===== src/rtl/proc_pkg.sv =====
// Shared constants, state encodings and byte-selection helper for the result dump.
package proc_pkg;

  localparam int unsigned NUM_REGS         = 16;
  localparam int unsigned REG_W            = 12;
  localparam int unsigned BYTES_PER_REG    = 2;
  localparam int unsigned NUM_BYTES        = NUM_REGS * BYTES_PER_REG;
  localparam int unsigned BYTE_IDX_W       = $clog2(NUM_BYTES);
  localparam int unsigned SHADOW_W         = NUM_REGS * REG_W;
  localparam int unsigned DEF_CLKS_PER_BIT = 434;

  // Serializer bit-level states
  typedef enum logic [1:0] {
    ST_IDLE,
    ST_START,
    ST_DATA,
    ST_STOP
  } ser_state_e;

  // Frame sequencer states
  typedef enum logic [1:0] {
    SEQ_IDLE,
    SEQ_SEND,
    SEQ_DONE
  } seq_state_e;

  // Even bytes carry rk[7:0], odd bytes carry rk[11:8] zero-extended.
  function automatic logic [7:0] result_byte(input logic [SHADOW_W-1:0] sh,
                                             input logic [BYTE_IDX_W-1:0] idx);
    logic [REG_W-1:0] r;
    r = sh[int'(idx[BYTE_IDX_W-1:1]) * REG_W +: REG_W];
    return idx[0] ? 8'(r[REG_W-1:8]) : r[7:0];
  endfunction

endpackage


===== src/rtl/result_uart_dump_if.sv =====
// Result-register and UART status bundle between the core side and the dumper.
interface result_uart_dump_if;
  import proc_pkg::*;

  logic             end_process;
  logic [REG_W-1:0] r1, r2, r3, r4, r5, r6, r7, r8;
  logic [REG_W-1:0] r9, r10, r11, r12, r13, r14, r15, r16;
  logic             tx;
  logic             busy;
  logic             done;

  modport master (
    output end_process,
    output r1, r2, r3, r4, r5, r6, r7, r8,
    output r9, r10, r11, r12, r13, r14, r15, r16,
    input  tx, busy, done
  );

  modport slave (
    input  end_process,
    input  r1, r2, r3, r4, r5, r6, r7, r8,
    input  r9, r10, r11, r12, r13, r14, r15, r16,
    output tx, busy, done
  );

endinterface


===== src/rtl/uart_byte_tx.sv =====
// 8N1 byte serializer; accepts a new byte in the last stop-bit cycle so bytes run back-to-back.
module uart_byte_tx
  import proc_pkg::*;
#(
  parameter int unsigned CLKS_PER_BIT = DEF_CLKS_PER_BIT
) (
  input  logic       clk,
  input  logic       rst,
  input  logic       valid,
  input  logic [7:0] data,
  output logic       ready_c,
  output logic       tx
);

  localparam int unsigned CNT_W = (CLKS_PER_BIT > 1) ? $clog2(CLKS_PER_BIT) : 1;
  localparam logic [CNT_W-1:0] CNT_LAST = CNT_W'(CLKS_PER_BIT - 1);

  ser_state_e       state, state_d;
  logic [CNT_W-1:0] cnt, cnt_d;
  logic [2:0]       bit_idx, bit_idx_d;
  logic [7:0]       sh, sh_d;
  logic             tx_d;
  logic             baud_end;

  assign baud_end = (cnt == CNT_LAST);

  // State and registered line output
  always_ff @(posedge clk or posedge rst) begin
    if (rst) begin
      state   <= ST_IDLE;
      cnt     <= '0;
      bit_idx <= '0;
      sh      <= '0;
      tx      <= 1'b1;
    end else begin
      state   <= state_d;
      cnt     <= cnt_d;
      bit_idx <= bit_idx_d;
      sh      <= sh_d;
      tx      <= tx_d;
    end
  end

  // Bit timing, shifting and acceptance of the next byte
  always_comb begin
    state_d   = state;
    cnt_d     = cnt;
    bit_idx_d = bit_idx;
    sh_d      = sh;
    tx_d      = tx;
    ready_c   = 1'b0;

    unique case (state)
      ST_IDLE: begin
        ready_c = 1'b1;
        tx_d    = 1'b1;
      end
      ST_START: begin
        if (baud_end) begin
          state_d   = ST_DATA;
          cnt_d     = '0;
          bit_idx_d = '0;
          tx_d      = sh[0];
        end else begin
          cnt_d = cnt + 1'b1;
        end
      end
      ST_DATA: begin
        if (baud_end) begin
          cnt_d = '0;
          if (bit_idx == 3'd7) begin
            state_d = ST_STOP;
            tx_d    = 1'b1;
          end else begin
            bit_idx_d = bit_idx + 1'b1;
            sh_d      = {1'b0, sh[7:1]};
            tx_d      = sh[1];
          end
        end else begin
          cnt_d = cnt + 1'b1;
        end
      end
      ST_STOP: begin
        if (baud_end) begin
          ready_c = 1'b1;
          state_d = ST_IDLE;
          cnt_d   = '0;
          tx_d    = 1'b1;
        end else begin
          cnt_d = cnt + 1'b1;
        end
      end
      default: state_d = ST_IDLE;
    endcase

    if (ready_c && valid) begin
      state_d = ST_START;
      cnt_d   = '0;
      sh_d    = data;
      tx_d    = 1'b0;
    end
  end

endmodule


===== src/rtl/result_uart_dump.sv =====
// Snapshots the sixteen result registers on end_process rising and streams them as 32 UART bytes.
module result_uart_dump
  import proc_pkg::*;
#(
  parameter int unsigned CLKS_PER_BIT = DEF_CLKS_PER_BIT
) (
  input logic               clk,
  input logic               rst,
  result_uart_dump_if.slave bus
);

  seq_state_e            state, state_d;
  logic [BYTE_IDX_W-1:0] byte_idx, byte_idx_d;
  logic [SHADOW_W-1:0]   shadow;
  logic                  ep_q;
  logic                  busy_q, busy_d;
  logic                  done_q, done_d;
  logic                  trigger_c;
  logic                  capture_c;
  logic                  valid_c;
  logic [7:0]            data_c;
  logic                  ser_ready_c;
  logic                  ser_tx;

  assign trigger_c = bus.end_process & ~ep_q;

  // Sequencer state, snapshot and registered status
  always_ff @(posedge clk or posedge rst) begin
    if (rst) begin
      state    <= SEQ_IDLE;
      byte_idx <= '0;
      shadow   <= '0;
      ep_q     <= 1'b0;
      busy_q   <= 1'b0;
      done_q   <= 1'b0;
    end else begin
      state    <= state_d;
      byte_idx <= byte_idx_d;
      ep_q     <= bus.end_process;
      busy_q   <= busy_d;
      done_q   <= done_d;
      if (capture_c) begin
        shadow <= {bus.r16, bus.r15, bus.r14, bus.r13, bus.r12, bus.r11, bus.r10, bus.r9,
                   bus.r8,  bus.r7,  bus.r6,  bus.r5,  bus.r4,  bus.r3,  bus.r2,  bus.r1};
      end
    end
  end

  // Byte sequencing; the first byte comes straight from r1 since the shadow loads on the same edge
  always_comb begin
    state_d    = state;
    byte_idx_d = byte_idx;
    busy_d     = busy_q;
    done_d     = 1'b0;
    capture_c  = 1'b0;
    valid_c    = 1'b0;
    data_c     = result_byte(shadow, BYTE_IDX_W'(byte_idx + 1'b1));

    case (state)
      SEQ_IDLE: begin
        if (trigger_c) begin
          capture_c  = 1'b1;
          valid_c    = 1'b1;
          data_c     = bus.r1[7:0];
          byte_idx_d = '0;
          busy_d     = 1'b1;
          state_d    = SEQ_SEND;
        end
      end
      SEQ_SEND: begin
        if (ser_ready_c) begin
          if (byte_idx == BYTE_IDX_W'(NUM_BYTES - 1)) begin
            busy_d  = 1'b0;
            done_d  = 1'b1;
            state_d = SEQ_DONE;
          end else begin
            valid_c    = 1'b1;
            byte_idx_d = byte_idx + 1'b1;
          end
        end
      end
      SEQ_DONE: begin
        state_d = SEQ_IDLE;
      end
      default: state_d = SEQ_IDLE;
    endcase
  end

  uart_byte_tx #(
    .CLKS_PER_BIT(CLKS_PER_BIT)
  ) u_tx (
    .clk    (clk),
    .rst    (rst),
    .valid  (valid_c),
    .data   (data_c),
    .ready_c(ser_ready_c),
    .tx     (ser_tx)
  );

  assign bus.tx   = ser_tx;
  assign bus.busy = busy_q;
  assign bus.done = done_q;

endmodule


===== src/flat_wrapper.sv =====
// flat-port wrapper written by rule: the top's interface ports become plain ports
module result_uart_dump_flat import proc_pkg::*;
#(
  parameter int unsigned CLKS_PER_BIT = DEF_CLKS_PER_BIT
)
  (clk, rst, bus_end_process, bus_r1, bus_r2, bus_r3, bus_r4, bus_r5, bus_r6, bus_r7, bus_r8, bus_r9, bus_r10, bus_r11, bus_r12, bus_r13, bus_r14, bus_r15, bus_r16, bus_tx, bus_busy, bus_done);
  result_uart_dump_if bus_i ();
  input logic clk;
  input logic rst;
  input wire logic [$bits(bus_i.end_process)-1:0] bus_end_process;
  input wire logic [$bits(bus_i.r1)-1:0] bus_r1;
  input wire logic [$bits(bus_i.r2)-1:0] bus_r2;
  input wire logic [$bits(bus_i.r3)-1:0] bus_r3;
  input wire logic [$bits(bus_i.r4)-1:0] bus_r4;
  input wire logic [$bits(bus_i.r5)-1:0] bus_r5;
  input wire logic [$bits(bus_i.r6)-1:0] bus_r6;
  input wire logic [$bits(bus_i.r7)-1:0] bus_r7;
  input wire logic [$bits(bus_i.r8)-1:0] bus_r8;
  input wire logic [$bits(bus_i.r9)-1:0] bus_r9;
  input wire logic [$bits(bus_i.r10)-1:0] bus_r10;
  input wire logic [$bits(bus_i.r11)-1:0] bus_r11;
  input wire logic [$bits(bus_i.r12)-1:0] bus_r12;
  input wire logic [$bits(bus_i.r13)-1:0] bus_r13;
  input wire logic [$bits(bus_i.r14)-1:0] bus_r14;
  input wire logic [$bits(bus_i.r15)-1:0] bus_r15;
  input wire logic [$bits(bus_i.r16)-1:0] bus_r16;
  output wire logic [$bits(bus_i.tx)-1:0] bus_tx;
  output wire logic [$bits(bus_i.busy)-1:0] bus_busy;
  output wire logic [$bits(bus_i.done)-1:0] bus_done;
  assign bus_i.end_process = bus_end_process;
  assign bus_i.r1 = bus_r1;
  assign bus_i.r2 = bus_r2;
  assign bus_i.r3 = bus_r3;
  assign bus_i.r4 = bus_r4;
  assign bus_i.r5 = bus_r5;
  assign bus_i.r6 = bus_r6;
  assign bus_i.r7 = bus_r7;
  assign bus_i.r8 = bus_r8;
  assign bus_i.r9 = bus_r9;
  assign bus_i.r10 = bus_r10;
  assign bus_i.r11 = bus_r11;
  assign bus_i.r12 = bus_r12;
  assign bus_i.r13 = bus_r13;
  assign bus_i.r14 = bus_r14;
  assign bus_i.r15 = bus_r15;
  assign bus_i.r16 = bus_r16;
  assign bus_tx = bus_i.tx;
  assign bus_busy = bus_i.busy;
  assign bus_done = bus_i.done;
  result_uart_dump #(.CLKS_PER_BIT(CLKS_PER_BIT)) u_core (.clk(clk), .rst(rst), .bus(bus_i));
endmodule

===== config.mk =====
export PLATFORM = sky130hd
export DESIGN_NAME = result_uart_dump_flat
export DESIGN_NICKNAME = d
export VERILOG_FILES = /design/src/rtl/proc_pkg.sv /design/src/rtl/result_uart_dump_if.sv /design/src/rtl/uart_byte_tx.sv /design/src/rtl/result_uart_dump.sv /design/src/flat_wrapper.sv
export SDC_FILE = /design/constraint.sdc
export NUM_CORES = 1
export LEC_CHECK = 0
export BUFFER_PORTS_ARGS = -buffer_cell sky130_fd_sc_hd__clkbuf_2
export CORE_MARGIN = 2
export CORE_UTILIZATION = 56
export DETAILED_ROUTE_END_ITERATION = 6
export PLACE_DENSITY = 0.8
export REMOVE_ABC_BUFFERS = 1
export SLEW_MARGIN = 20
export SYNTH_ARGS = -nofsm -noshare
export SYNTH_HDL_FRONTEND = slang
export SYNTH_SLANG_ARGS = --single-unit

===== constraint.sdc =====
create_clock -name clk -period 9.5 [get_ports clk]
set_input_delay 1.425 -clock clk [delete_from_list [all_inputs] [get_ports clk]]
set_output_delay 1.425 -clock clk [all_outputs]
set_load 0.05 [all_outputs]

After elaboration in Yosys (flattened, before gate mapping)
Cells that the tools add are included.

cells by class
  $add $sub $neg = 3
  $mul = 1
  eq/ne operators = 19
  shift-type cells = 1
  muxes and demuxes = 48
  bitwise gates (word level) = 2
  reductions and logical operators = 17

operators by type and width
  kind                   number
  $shiftx A192 B9 Y12    1
  $mux W8                7
  $mux W9                3
  $mux W1                16
  $mux W2                8
  $mux W5                3
  $ne A3 B3 Y1 const B   4
  $reduce_and A4 Y1      3
  $pmux W5 S2            1
  $reduce_bool A2 Y1     5
  $add A9 B1 Y9 const B  1
  $eq A9 B9 Y1 const B   1
  $mux W3                3
  $reduce_and A3 Y1      3
  $ne A2 B1 Y1 const B   4
  $ne A2 B2 Y1 const B   4
  $mul A4 B2 Y6 const B  1
  $pmux W1 S2            3
  $pmux W2 S3            1
  $pmux W3 S2            1
  $add A5 B1 Y5 const B  1
  $eq A5 B5 Y1 const B   1
  $reduce_and A5 Y1      1
  $eq A2 B1 Y1 const B   2
  11 further kinds       13

storage, ports and cells
  flip-flop bits (word level) = 225
  bits of input ports = 195
  output and inout bits = 3
  logic and storage cells = 102

Longest topological paths before layout
Gate-level depths: netlist (run 1).

  depth after elaboration = 8
  mapped depth = 10
  gate-level depth less buffers = 9

Modules after synthesis
Synthesis (run 1) repeated with hierarchy kept, for this count alone.

second synthesis, totals
  cells, all modules = 1142
  area, all modules = 10744.1 um^2

by module, submodules not included
  module            instances  cells each  area each (um^2)  seq. area each (um^2)
  result_uart_dump  1          1010        9318.9            5054.8
  uart_byte_tx      1          132         1425.1            576.8

Worst setup path before layout (run 1)
Ideal clock, no wire load.

  kind = input to register
  start point = in bus_end_process
  end point = reg u_core.u_tx.sh[0]
  library setup time = 0.134 ns
  data arrival time = 2.773 ns
  required time = 9.366 ns
  setup slack = 6.594 ns
  stages on the path = 7
  buffers on the path = 1
  cells stage by stage = or4b_1 -> buf_2 -> and2_4 -> nand2b_1 -> o22ai_1 -> o41ai_1 -> o21ai_1

on the way
  cells in the longest elaborated chain, start to end = 6
  elaborated cells between the ends (all ways) = 11

ends and longest elaborated chain
  what                                                                 line                    RTL
  start, declared                                                      flat_wrapper.sv:10      input wire logic [$bits(bus_i.end_process)-1:0] bus_end_process;
  $and A1 B1 Y1 *                                                      result_uart_dump.sv:25  assign trigger_c = bus.end_process & ~ep_q;
  $mux W1                                                              result_uart_dump.sv:61  if (trigger_c) begin
  $pmux W1 S2                                                          result_uart_dump.sv:59  case (state)
  $logic_and A1 B1 Y1                                                  uart_byte_tx.sv:96      if (ready_c && valid) begin
  $ne A2 B1 Y1 (no source line) or $reduce_bool A2 Y1 (tied branches)  --
  $reduce_and A3 Y1 (no source line)                                   --
  end signal, assigned                                                 uart_byte_tx.sv:33      sh <= '0;
  end signal, assigned                                                 uart_byte_tx.sv:39      sh <= sh_d;
  end, declared                                                        uart_byte_tx.sv:21      logic [7:0] sh, sh_d;

Every way passes the cells marked *; elsewhere a longest branch is shown, timed or not.
A chain may end at the register's enable or synchronous reset.

Final worst setup path (run 1)
  start point = reg u_core.byte_idx[0]
  end point = reg u_core.u_tx.sh[1]

on the way
  cells in the longest elaborated chain, start to end = 7
  elaborated cells between the ends (all ways) = 16

ends and longest elaborated chain
  what                                            line                                            RTL
  start, declared                                 result_uart_dump.sv:13                          logic [BYTE_IDX_W-1:0] byte_idx, byte_idx_d;
  start signal, assigned                          result_uart_dump.sv:38                          byte_idx <= byte_idx_d;
  $add A5 B1 Y5 or $eq A5 B5 Y1 (tied branches)   result_uart_dump.sv:57, result_uart_dump.sv:72
  $mul A4 B2 Y6 or $mux W1 (tied branches)        proc_pkg.sv:31, result_uart_dump.sv:72
  $shiftx A192 B9 Y12 or $mux W1 (tied branches)  proc_pkg.sv:31, result_uart_dump.sv:71
  $mux W8 or $pmux W1 S2 (tied branches)          proc_pkg.sv:32, result_uart_dump.sv:59
  $mux W8 or $logic_and A1 B1 Y1 (tied branches)  result_uart_dump.sv:61, uart_byte_tx.sv:96
  $mux W8, or another cell as far along           result_uart_dump.sv:59
  $mux W8 or $reduce_and A3 Y1 (tied branches)    --

Parallel ways exist; a longest one is shown, timed or not.

==> results.sh, run 1 <==
export IMPL_status="finished, final reports clean"
export IMPL_hold_class="register to register"
export IMPL_layout_nets=1513
export IMPL_post_cts_buffers=0
export IMPL_max_freq_ghz=0.287
export IMPL_post_cts_resized=0
export IMPL_cts_root_buf="clkbuf_16"
export IMPL_yosys_top_cells_area="dfrtp_1, nand2_1, mux4_2"
export IMPL_seq_area_frac_synth_pct=53.2
export IMPL_synth_seq_cells=225
export IMPL_diodes=0
export IMPL_cp_max_fo=26
export IMPL_track_usage_pct=25.4
export IMPL_h_tree_depth=1
export IMPL_fp_dieH_um=141
export IMPL_grt_max_degree=141
export IMPL_leakage_nw=6.62
export IMPL_routedWlPerCell_um=16.2
export IMPL_ios=198
export IMPL_place_area_um2=11700
export IMPL_numClockSinks=225
export IMPL_synthArstFlopShare_pct=100
export IMPL_worstSetupStartpointType="register"
export IMPL_synth_edf_count=0
export IMPL_cp_arrival_ns=3.86
export IMPL_overflow=0
export IMPL_finalSetupViolations=0
export IMPL_hold_slack_ns=0.466
export IMPL_die_area_um2=20000
export IMPL_rsz0062_at_grt="false"
export IMPL_ys_types=56
export IMPL_hp_start="u_core.shadow[29]$_DFFE_PP0P_"
export IMPL_synth_warnings=0
export IMPL_cts_made_buffers=25
export IMPL_grt_pass1_wl_mm=40.8
export IMPL_start_util_pct=56.8
export IMPL_row_count=50
export IMPL_maxCapViolations=0
export IMPL_period_needed_ns=3.48
export IMPL_fin_ws_ns=6.02
export IMPL_drcViolationCount=0
export IMPL_met1_usage_pct=34.6
export IMPL_hpwl_mm=16.7
export IMPL_drv_slew=0
export IMPL_skew_ns=0.0101
export IMPL_syn_inst=1141
export IMPL_layout_drive_gt1_share_pct=22.2
export IMPL_use_met3_pct=3.64
export IMPL_die_w_um=141
export IMPL_area_growth_pct=17.5
export IMPL_vias_per_cell=5.48
export IMPL_worstSkewPairLatency_ns=0.51
export IMPL_required_ns=9.88
export IMPL_synth_flop_cell="dfrtp_1"
export IMPL_cts_buffer_depth=3
export IMPL_synth_top_area_share_pct=53.0
export IMPL_netlist_area_um2=10600
export IMPL_clkTransAtPathRegs_ns=0.06
export IMPL_synth_area_leader_cell="dfrtp_1"
export IMPL_syn_avg_cell_area_um2=9.27
export IMPL_post_place_ws_ns=5.75
export IMPL_drt_total_wl_mm=25.2
export IMPL_fin_crit_sh_pct=36.6
export IMPL_cts_tree="built"
export IMPL_ctsHoldBuffers=0
export IMPL_relSlewSlack_pct=32.8
export IMPL_fillers=1488
export IMPL_busiest_layer="met2"
export IMPL_critical_path_class="register to register"
export IMPL_num_vias=8534
export IMPL_critPathLaunch="u_core.byte_idx[0]$_DFFE_PP0P_"
export IMPL_endpoint_kind="register"
export IMPL_antenna_found_initial=0
export IMPL_vdd_drop_max_v=0.000237
export IMPL_dr_pass1_iters=5
export IMPL_core_um2=18600
export IMPL_grt_pass1_vias=8355
export IMPL_fin_tns_setup_ns=0
export IMPL_placement_io_buffers=197
export IMPL_gp_congestion=0.888
export IMPL_worstMarginPinSlew_ns=1.01
export IMPL_r2r_start="u_core.byte_idx[0]$_DFFE_PP0P_"
export IMPL_use_met2_pct=42.5
export IMPL_powerDensity_nw_per_um2=247
export IMPL_ant_nets=0
export IMPL_hold_violations=0
export IMPL_final_area_um2=12400
export IMPL_power_total_mw=3.07
export IMPL_initialDrtViolationCount=535
## metrics by stage
| stage | cells | utilization, % |
|---|---|---|
| 2_1_floorplan | 1074 | - |
| 3_3_place_gp | 1513 | 62.6 |
| 3_5_place_dp | 1513 | 62.6 |
| 4_1_cts | 1556 | 66.7 |
| 5_1_grt | 1556 | 66.7 |
| 6_report | 1556 | 66.7 |
## logic make-up after synthesis
logic type      Yosys count  share of synthesized area (%)
mux                      67                           11.4
flops                   225                           53.2
fa+ha+maj                12                           1.42
compound gates           69                           4.32
xor+xnor                  5                          0.556
buf+inv                  73                           3.13
simple gates            690                           25.9
## sequential cells by signal, summed over array words and instances, names as in the netlist
name / count
u_core.u_tx.state: 2
u_core.bus.done: 1
u_core.shadow: 192
u_core.u_tx.tx: 1
u_core.ep_q: 1
u_core.u_tx.sh: 8
u_core.u_tx.cnt: 9
u_core.u_tx.bit_idx: 3
u_core.byte_idx: 5
u_core.state: 2
u_core.bus.busy: 1
## final timing paths
check                      slack [ns]  cells after the start                        endpoint
setup / recovery                 6.02                      8   u_core.u_tx.sh[1]$_DFFE_PP0P_
hold / removal                   0.47                      2   u_core.shadow[29]$_DFFE_PP0P_
setup reg to reg                 6.02                      8   u_core.u_tx.sh[1]$_DFFE_PP0P_
hold reg to reg                  0.47                      2   u_core.shadow[29]$_DFFE_PP0P_
max in group asynchronous        7.10                      3   u_core.shadow[20]$_DFFE_PP0P_
min in group asynchronous        1.09                      2  u_core.shadow[147]$_DFFE_PP0P_
## critical path, stage by stage, from the launching register on
cell     delay (ns)
dfrtp_1        0.53
ha_4           0.25
xor2_4         0.68
buf_4          0.51
mux4_1         0.61
mux2i_1        0.18
o22ai_1        0.12
o41ai_1        0.35
o21ai_1        0.11
## layer usage
metal / vias up / part of all wire (%)
li1: 4064 / -
met2: 251 / 50
met3: 58 / 4.9
met5: - / 0
met4: 0 / 2.8
met1: 4161 / 42
## synth_stat cells (4+ instances only)
master,instances
nand4_1,4
nor3_1,7
inv_1,5
a22o_1,9
buf_1,6
o22ai_1,4
ha_1,12
buf_6,4
mux2_2,5
nor2_1,20
nand3_1,15
nand2_1,615
a31oi_1,5
clkbuf_1,47
mux4_1,5
mux2i_1,21
o21ai_0,13
dfrtp_1,224
a21oi_1,18
mux4_2,36
buf_2,7
## cell type report
class,instances,area [um2],area share (%)
flip-flops and latches,225,5630,45.3
clock buffers,39,738,5.94
multi-input cells,843,4670,37.5
clock inverters,4,23.8,0.191
repair buffers,205,1050,8.44
inverters,6,30.0,0.241
well taps,234,293,2.35
## report_power, final
part,switching (mW),leakage [nW],internal [mW]
Sequential,0.0804,2.89,1.05
Combinational,0.565,3.36,0.471
Clock,0.372,0.377,0.530
Total,1.02,6.62,2.05
## layout by cell type, fill, tap and decap left out, types with 3 or more instances in the layout
cell and count:
nor3_1 6, a22o_1 9, clkbuf_1 8, nand4_1 4
dfrtp_1 224, nor2_1 20, clkinv_2 3, o41ai_1 3
o21ai_0 13, nor2b_1 3, o22ai_1 4, nand2_1 615
nor4b_1 3, a31oi_1 5, clkbuf_2 197, buf_4 7
ha_1 11, o2bb2ai_1 3, inv_1 4, mux4_2 36
clkbuf_16 25, nand3_1 15, o21ai_1 3, mux4_1 5
nand2b_1 3, mux2_2 5, mux2i_1 21, clkbuf_8 6
a21oi_1 18, or3_1 3, and3_1 3
No activity file was read; power rests on OpenSTA's default activity.
==> run 2: changes to the inputs <==
--- a/config.mk
+++ b/config.mk
@@ -7,9 +7,9 @@
 export LEC_CHECK = 0
 export BUFFER_PORTS_ARGS = -buffer_cell sky130_fd_sc_hd__clkbuf_2
 export CORE_MARGIN = 2
-export CORE_UTILIZATION = 56
+export CORE_UTILIZATION = 50
 export DETAILED_ROUTE_END_ITERATION = 6
-export PLACE_DENSITY = 0.8
+export PLACE_DENSITY = 0.76
 export REMOVE_ABC_BUFFERS = 1
 export SLEW_MARGIN = 20
 export SYNTH_ARGS = -nofsm -noshare
==> constraint.sdc (replaced) <==
create_clock -name clk -period 2.9 [get_ports clk]
set_input_delay 0.435 -clock clk [delete_from_list [all_inputs] [get_ports clk]]
set_output_delay 0.435 -clock clk [all_outputs]
set_load 0.05 [all_outputs]
==> results.sh, run 2 (synthesized netlist as in run 1, its figures left out) <==
export IMPL_hold_class="input pin to async pin"
export IMPL_grt_max_degree=114
export IMPL_max_freq_ghz=0.378
export IMPL_fin_ws_ns=0.254
export IMPL_dp_cells=1569
export IMPL_fin_cells=1610
export IMPL_r2r_start="u_core.byte_idx[0]$_DFFE_PP0P_"
export IMPL_core_um2=20900
export IMPL_start_util_pct=50.6
export IMPL_post_route_util_pct=60.5
export IMPL_hold_violations=0
export IMPL_post_place_ws_ns=0.285
export IMPL_leakage_nw=6.70
export IMPL_r2r_end="u_core.u_tx.sh[2]$_DFFE_PP0P_"
export IMPL_hpwl_mm=18.8
export IMPL_skew_ns=0.00751
export IMPL_clkTransAtPathRegs_ns=0.06
export IMPL_routedWlPerCell_um=16.4
export IMPL_drv_slew=0
export IMPL_cp_arrival_ns=3.03
export IMPL_fillers=1761
export IMPL_ant_nets=0
export IMPL_regArea_um2=5630
export IMPL_period_needed_ns=2.65
export IMPL_drt_total_wl_mm=26.4
export IMPL_worstSkewPairLatency_ns=0.52
export IMPL_layout_commonest_cell="nand2_1"
export IMPL_dr_pass1_iters=7
export IMPL_fin_tns_setup_ns=0
export IMPL_fin_crit_sh_pct=91.3
export IMPL_power_total_mw=10.1
export IMPL_multi_input_area_um2=4670
export IMPL_cp_buffers_inverters=0
export IMPL_endpoint_kind="register"
export IMPL_gp_congestion=0.828
export IMPL_rr_worst_depth=7
export IMPL_num_vias=8492
export IMPL_finalSetupViolations=0
export IMPL_status="finished, final reports clean"
export IMPL_vdd_drop_max_v=0.000558
export IMPL_diodes=0
export IMPL_top_register="u_core.shadow"
export IMPL_numClockSinks=225
export IMPL_h_tree_depth=1
export IMPL_grt_pass1_vias=8469
export IMPL_cpPeakStageDelay_ns=0.61
export IMPL_reg2reg_slack_ns=0.25
export IMPL_cts_tree="built"
export IMPL_layout_drive_gt1_share_pct=22.8
export IMPL_relSlewSlack_pct=50.0
export IMPL_required_ns=3.28
export IMPL_ios=198
export IMPL_worstMarginPinSlew_ns=0.740
export IMPL_vias_per_cell=5.27
export IMPL_layout_nets=1527
export IMPL_cp_max_fo=8
export IMPL_placement_io_buffers=197
export IMPL_powerDensity_nw_per_um2=799
export IMPL_layout_common_cells="nand2_1, dfrtp_1, clkbuf_2, mux4_2, clkbuf_16"
export IMPL_ctsHoldBuffers=0
export IMPL_crit_family="multiplexers"
export IMPL_crit_path_cell_trace="ha_4 > xor2_4 > mux4_1 > mux2i_1 > o22ai_1 > o41ai_1 > o21ai_1"
export IMPL_area_growth_pct=19.4
export IMPL_drcViolationCount=0
export IMPL_largest_reg_flops=192
export IMPL_cts_buffer_depth=3
export IMPL_top_regs="u_core.shadow: 192 flops, u_core.u_tx.cnt: 9 flops, u_core.u_tx.sh: 8 flops"
export IMPL_die_area_um2=22300
export IMPL_grt_pass1_wl_mm=43.0
export IMPL_overflow=0
export IMPL_fp_dieH_um=149
export IMPL_worstSetupStartpointType="register"
export IMPL_cts_made_buffers=24
export IMPL_cts_root_buf="clkbuf_16"
export IMPL_post_cts_buffers=0
export IMPL_track_usage_pct=24.3
export IMPL_rsz0062_at_grt="false"
export IMPL_maxCapViolations=0
export IMPL_row_count=53
export IMPL_post_cts_resized=0
export IMPL_antenna_found_initial=0
export IMPL_critical_path_class="register to register"
export IMPL_initialDrtViolationCount=603
export IMPL_crit_path_top_delay_cell="mux4_1"
export IMPL_die_w_um=149
## run 2: cell types whose count changed in the layout (fill, tap and decap cells not counted)
cell       delta
buf_4        +12
buf_12        +4
clkbuf_8      -2
buf_6         -1
bufinv_16     +1
clkbuf_1      +1
clkbuf_16     -1
clkinv_2      -1
clkinv_8      +1
inv_6         -1
## run 2: power by group
group,total (mW),switching [mW],internal [mW],leakage (nW)
combinational,3.43,1.77,1.66,3.45
clock,2.92,1.21,1.72,0.364
sequential,3.74,0.287,3.45,2.89
total,10.1,3.26,6.83,6.70
## run 2: worst max-delay path by stage
stage,slack (ns),cells past startpoint,to,from
6_report,0.25,7,u_core.u_tx.sh[2]$_DFFE_PP0P_,u_core.byte_idx[0]$_DFFE_PP0P_
3_3_place_gp,0.39,7,u_core.u_tx.sh[1]$_DFFE_PP0P_,u_core.byte_idx[0]$_DFFE_PP0P_
3_5_place_dp,0.29,7,u_core.u_tx.sh[2]$_DFFE_PP0P_,u_core.byte_idx[0]$_DFFE_PP0P_
5_1_grt,0.16,7,u_core.u_tx.sh[1]$_DFFE_PP0P_,u_core.byte_idx[0]$_DFFE_PP0P_
2_1_floorplan,-6.66,3,u_core.byte_idx[0]$_DFFE_PP0P_,bus_end_process
4_1_cts,0.26,7,u_core.u_tx.sh[1]$_DFFE_PP0P_,u_core.byte_idx[0]$_DFFE_PP0P_
## run 2: metal layers
metal,vias up,share of wire (%),track usage (%)
met3,45,6.2,3.38
li1,4081,-,-
met5,-,0,0
met4,0,2.4,6.48
met1,4097,42,34.2
met2,269,49,40.3
## run 2: per-stage QoR
stage          instance area [um2]  hold slack (ns)
5_1_grt                      12600           0.0528
3_3_place_gp                 11900            0.452
3_5_place_dp                 11900            0.457
6_report                     12600         0.000441
2_1_floorplan                10300            0.437
4_1_cts                      12600           0.0316
## run 2: area by class of cell
| cell class | count | area share, % |
|---|---|---|
| multi-input cells | 843 | 37.0 |
| clock inverters | 4 | 0.446 |
| flip-flops and latches | 225 | 44.6 |
| clock buffers | 37 | 5.46 |
| well taps | 275 | 2.72 |
| inverters | 6 | 0.238 |
| repair buffers | 220 | 9.57 |
## run 2: worst reg2reg max path: cells and delay by family, from the launching register on
kind / cells / cell delay [ns]
muxes: 2 / 0.75
AOI/OAI and AO/OA: 3 / 0.64
DFF: 1 / 0.52
xor gates and xnor gates: 1 / 0.35
adders and majority gates: 1 / 0.25
